==> config.mk <==
export PLATFORM = sky130hd
export DESIGN_NAME = biu_bus_cycle_ctrl
export DESIGN_NICKNAME = d
export VERILOG_FILES = /design/src/rtl/biu_bus_cycle_ctrl.sv
export SDC_FILE = /design/constraint.sdc
export NUM_CORES = 1
export LEC_CHECK = 0
export ABC_AREA = 0
export BUFFER_PORTS_ARGS = -buffer_cell sky130_fd_sc_hd__buf_2
export CAP_MARGIN = 20
export CORE_MARGIN = 5
export CORE_UTILIZATION = 35
export DETAILED_ROUTE_END_ITERATION = 6
export SLEW_MARGIN = 25
export SYNTH_ARGS = -nofsm -noshare
export SYNTH_HDL_FRONTEND = slang
export SYNTH_SLANG_ARGS = --single-unit
==> constraint.sdc <==
create_clock -name clk -period 2.98 [get_ports clk]
set_clock_uncertainty 0.15 [all_clocks]
set_input_delay 0.447 -clock clk [delete_from_list [all_inputs] [get_ports clk]]
set_output_delay 0.447 -clock clk [all_outputs]
set_load 0.005 [all_outputs]
==> src/rtl/biu_bus_cycle_ctrl.sv <==
// 8086 BIU bus-cycle sequencer: T1/T2/T3/Tw/T4 cycles shared between
// the execution unit (priority) and the prefetch filler, with Tw timeout.
module biu_bus_cycle_ctrl #(
    parameter int ADDR_WIDTH = 20,
    parameter int DATA_WIDTH = 16,
    parameter int MAX_WAIT   = 15
) (
    input  logic                  clk,
    input  logic                  reset,
    input  logic                  eu_req,
    input  logic                  eu_we,
    input  logic [ADDR_WIDTH-1:0] eu_addr,
    input  logic [DATA_WIDTH-1:0] eu_wdata,
    output logic                  eu_ack,
    input  logic                  pf_req,
    input  logic [ADDR_WIDTH-1:0] pf_addr,
    output logic                  pf_ack,
    output logic [DATA_WIDTH-1:0] rdata,
    output logic                  bus_err,
    output logic [ADDR_WIDTH-1:0] bus_addr,
    output logic [DATA_WIDTH-1:0] bus_wdata,
    input  logic [DATA_WIDTH-1:0] bus_rdata,
    output logic                  bus_ale,
    output logic                  bus_rd_n,
    output logic                  bus_wr_n,
    input  logic                  bus_ready,
    output logic                  busy
);

    localparam int WCW = $clog2(MAX_WAIT + 1);
    localparam logic OWN_PF = 1'b1;

    typedef enum logic [2:0] {
        S_IDLE, S_T1, S_T2, S_T3, S_TW, S_T4
    } state_t;

    state_t                  state_q;
    logic [WCW-1:0]          wcnt_q;
    logic                    owner_q;
    logic                    we_q;
    logic                    eu_ack_q, pf_ack_q, err_q, ale_q;
    logic                    rd_n_q, wr_n_q, busy_q;
    logic [ADDR_WIDTH-1:0]   addr_q;
    logic [DATA_WIDTH-1:0]   wdata_q, rdata_q;

    logic eu_elig, pf_elig, any_elig, wait_max, done;

    // The owner being acked in T4 may not be re-granted in that same cycle.
    assign eu_elig  = eu_req & ~(state_q == S_T4 && owner_q != OWN_PF);
    assign pf_elig  = pf_req & ~(state_q == S_T4 && owner_q == OWN_PF);
    assign any_elig = eu_elig | pf_elig;
    assign wait_max = (wcnt_q == WCW'(MAX_WAIT - 1));
    assign done     = (state_q == S_T3 && bus_ready) ||
                      (state_q == S_TW && (bus_ready || wait_max));

    always_ff @(posedge clk or posedge reset) begin
        if (reset) begin
            state_q  <= S_IDLE;
            wcnt_q   <= '0;
            owner_q  <= 1'b0;
            we_q     <= 1'b0;
            eu_ack_q <= 1'b0;
            pf_ack_q <= 1'b0;
            err_q    <= 1'b0;
            ale_q    <= 1'b0;
            rd_n_q   <= 1'b1;
            wr_n_q   <= 1'b1;
            busy_q   <= 1'b0;
            addr_q   <= '0;
            wdata_q  <= '0;
            rdata_q  <= '0;
        end else begin
            eu_ack_q <= 1'b0;
            pf_ack_q <= 1'b0;
            err_q    <= 1'b0;
            ale_q    <= 1'b0;
            case (state_q)
                S_IDLE, S_T4: begin
                    if (any_elig) begin
                        state_q <= S_T1;
                        ale_q   <= 1'b1;
                        busy_q  <= 1'b1;
                        owner_q <= ~eu_elig;
                        we_q    <= eu_elig & eu_we;
                        addr_q  <= eu_elig ? eu_addr : pf_addr;
                        wdata_q <= eu_elig ? eu_wdata : '0;
                    end else begin
                        state_q <= S_IDLE;
                        busy_q  <= 1'b0;
                    end
                end
                S_T1: begin
                    state_q <= S_T2;
                    wcnt_q  <= '0;
                    rd_n_q  <= we_q;
                    wr_n_q  <= ~we_q;
                end
                S_T2: state_q <= S_T3;
                S_T3, S_TW: begin
                    if (done) begin
                        state_q  <= S_T4;
                        rd_n_q   <= 1'b1;
                        wr_n_q   <= 1'b1;
                        eu_ack_q <= (owner_q != OWN_PF);
                        pf_ack_q <= (owner_q == OWN_PF);
                        err_q    <= ~bus_ready;
                        if (bus_ready && !we_q)
                            rdata_q <= bus_rdata;
                    end else begin
                        state_q <= S_TW;
                        if (state_q == S_TW)
                            wcnt_q <= wcnt_q + WCW'(1);
                    end
                end
                default: state_q <= S_IDLE;
            endcase
        end
    end

    assign eu_ack    = eu_ack_q;
    assign pf_ack    = pf_ack_q;
    assign bus_err   = err_q;
    assign bus_ale   = ale_q;
    assign bus_rd_n  = rd_n_q;
    assign bus_wr_n  = wr_n_q;
    assign busy      = busy_q;
    assign bus_addr  = addr_q;
    assign bus_wdata = wdata_q;
    assign rdata     = rdata_q;

endmodule

==> key figures <==
Timing
  • Highest Clock Rate: 425 MHz
  • Slew headroom: 41.6%
  • Tcrit/Tclk final: 79.0%
  • Slew @ Worst Pin: 0.876 ns
  • Setup TNS Final: 0 ns
  • Final setup margin: 0.625 ns
  • Fin. max-slew vios: 0
  • Hold Slack: 0.0249 ns
  • Final Hold Viols: 0
  • RSZ-0062 raised after global routing: no
  • Minimum clock period: 2.36 ns
  • Setup violators final: 0

Place
  • Hpwl dp: 4990 um
  • GPL Wtd Cong: 0.755
  • Placed cells: 458
  • Placed instance area: 3810 um^2
  • I/O Buffers: 136
  • Setup slack after placement: 0.629 ns

Worst setup path
  • Setup CP Type: flip-flop to flip-flop
  • CP max stage cell: dfrtp_1
  • Startpoint types: flip-flop
  • CP max stage delay: 0.72 ns
  • Arrival @ worst endpoint: 2.42 ns
  • Critical Path End Type: flip-flop
  • Required @ worst endpoint: 3.04 ns
  • CP Max Fanout: 40
  • R2R setup slack: 0.62 ns
  • Critical-path cell list: or2_4 -> o22ai_2 -> nand2b_2 -> mux2_2

Floorplan
  • Die width: 103 um
  • Core ar.: 8590 um^2
  • # IOs: 137
  • Initial Utilization: 35.4%
  • Die H: 103 um
  • Die ar.: 10,700 um^2
  • Cell Rows: 34

Final layout
  • Fill cell count: 825
  • Layout Nets: 441
  • Sequential Area: 1700 um^2
  • Layout area overhead: 31.6%
  • Filler-free cell count of the finished design: 474
  • Area occupied by multi-input gates: 1240 um^2
  • Diodes inserted: 0
  • Final instance area: 4010 um^2
  • Share of layout cells above drive strength 1: 60.9%

Logic synthesis
  • Compound-gate portion of the synthesized area: 9.41%
  • Seq cells post-synth: 68
  • Post-synthesis xor/xnor area fraction: 0%
  • Post-Syn Area: 3050 um^2
  • Number of flops mapped to enable cells by yosys: 0
  • YS warnings: 0
  • Syn Nets: 305
  • Synth area leaders: dfrtp_1 (54%), mux2_2 (17%), mux2_4 (4.9%)
  • Top cell type's share of synthesized area: 54.2%
  • Main combinational cell family by area after synthesis: multiplexers
  • Leading area contributor after synthesis: dfrtp_1
  • Fraction of synthesized area in multiplexers: 22.6%
  • Post-synthesis adder-cell area fraction: 0.822%
  • Mapped Cells: 225
  • Synth unique cells: 36
  • Post-synth top flop: dfrtp_1
  • Syn Area/Cell: 13.5 um^2
  • Register area share after synthesis: 56.0%
  • Synth Area in Simple Gates: 7.56%
  • Async set-reset flop share out of synthesis: 100%

Routing
  • Drt initial violations: 51
  • Drt drc: 0
  • Vias/cell: 4.76
  • Pre-antenna DRT Iters: 4
  • Antenna-violating nets left: 0
  • DR WL/cell: 14.0 um
  • WL final: 6650 um
  • Total number of vias: 2,254

Clock tree
  • Clock sink total: 68
  • Root Driver: clkbuf_8
  • Skew-Pair Late Insertion Delay: 0.33 ns
  • CTS Buffer Depth: 2
  • Cts hold-fix bufs: 0
  • TritonCTS clock tree: built
  • H-tree depth: 3
  • # resized after CTS: 0
  • # Post-CTS Setup Buffers: 0
  • Worst-path clk slew: 0.07 ns
  • TritonCTS buffer count: 9

Flow run
  • Max-cap violation count: 0

Worst hold path
  • Worst Hold Class: input port to asynchronous set/reset pin

Global route
  • Largest net degree at the start of global routing: 42
  • Vias in the first global route: 2,108
  • Final global-route overflow total: 0
  • Overall Global Routing Usage: 12.3%
  • Initial antenna violation count: 0
  • Global-route wire length before repair: 10,200 um

Power
  • PD cells: 947 nW/um^2
  • VDD IR-drop max: 473 uV
  • P_leak: 1.98 nW

Outcome
  • Status: complete, no violations
critical path, delay by kind of cell (launching register included):
family	cells	cell delay (ns)
AND/OR/NAND/NOR	2	0.85
flip-flops	1	0.72
multiplexers	1	0.42
AO/OA/AOI/OAI	1	0.06
metrics by stage:
step | utilization [%] | total power, W
3_3_place_gp | 44.3 | 0.00307
2_1_floorplan | - | 0.00255
6_report | 46.7 | 0.00380
4_1_cts | 46.7 | 0.00387
5_1_grt | 46.7 | 0.00409
3_5_place_dp | 44.3 | 0.00310
sequential cells by signal, indices dropped and copies added (netlist names):
name and flops:
bus_rd_n 1, bus_wr_n 1, bus_ale 1, owner_q 1
eu_ack 1, busy 1, we_q 1, state_q 3
bus_addr 20, pf_ack 1, rdata 16, bus_wdata 16
wcnt_q 4, bus_err 1
logic make-up (layout without fill, tap and decap cells):
family                   count (synthesis)  in the layout
flip-flops                              68             68
multiplexers                            58             58
AND/OR/NAND/NOR                         40             40
AO/OA/AOI/OAI                           39             39
buffers and inverters                   18            159
adder cells (fa/ha/maj)                  2              2
synthesized netlist by cell type (3+ instances only):
cell type and number:
nor3_1 3, clkbuf_1 3, o21ai_0 7, nor2_1 8
dfrtp_1 66, inv_1 4, mux2_4 10, nand3_1 3
mux2_2 47, buf_2 7, a22o_1 17, nand2_1 5
nand2b_1 6, a21oi_1 6, buf_6 3
cell usage in the layout (no fill, tap or decap), types with 6 or more instances in the layout:
| cell | instances |
|---|---|
| a21oi_1 | 6 |
| a22o_1 | 17 |
| buf_2 | 136 |
| clkbuf_8 | 10 |
| dfrtp_1 | 66 |
| mux2_2 | 47 |
| mux2_4 | 10 |
| nor2_1 | 8 |
| o21ai_0 | 7 |
path summary, 6_finish.rpt:
check                                  start           end  depth (start not counted)
worst max-delay path              state_q[0]  bus_addr[13]                          4
worst min-delay path                   reset  bus_addr[16]                          2
worst max register to register    state_q[0]  bus_addr[13]                          4
worst min register to register  bus_addr[15]  bus_addr[15]                          1
max in group asynchronous              reset      bus_wr_n                          3
min in group clk                 eu_wdata[5]  bus_wdata[5]                          2
per-layer routing:
metal  global-route usage, %  up-vias  routed length, um
met5                       0        -                  0
met4                    5.08        0                 67
met3                    3.82        6                651
met2                    19.1       92               3180
met1                    16.1     1067               2750
li1                        -     1089                  -
report_power, final:
| part | total [W] | switching, W | internal, W |
|---|---|---|---|
| registers | 0.00161 | 0.000272 | 0.00134 |
| logic | 0.00144 | 0.000595 | 0.000841 |
| clock network | 0.000749 | 0.000342 | 0.000407 |
final cells by class:
| cell class | count | share of cell area [%] |
|---|---|---|
| tap | 108 | 3.37 |
| clock buffer | 10 | 3.43 |
| sequential | 68 | 42.5 |
| multi-input combinational | 139 | 30.9 |
| clock inverter | 6 | 1.59 |
| timing repair buffer | 139 | 17.9 |
| inverter | 4 | 0.375 |
(Power assumes the default switching activity.)
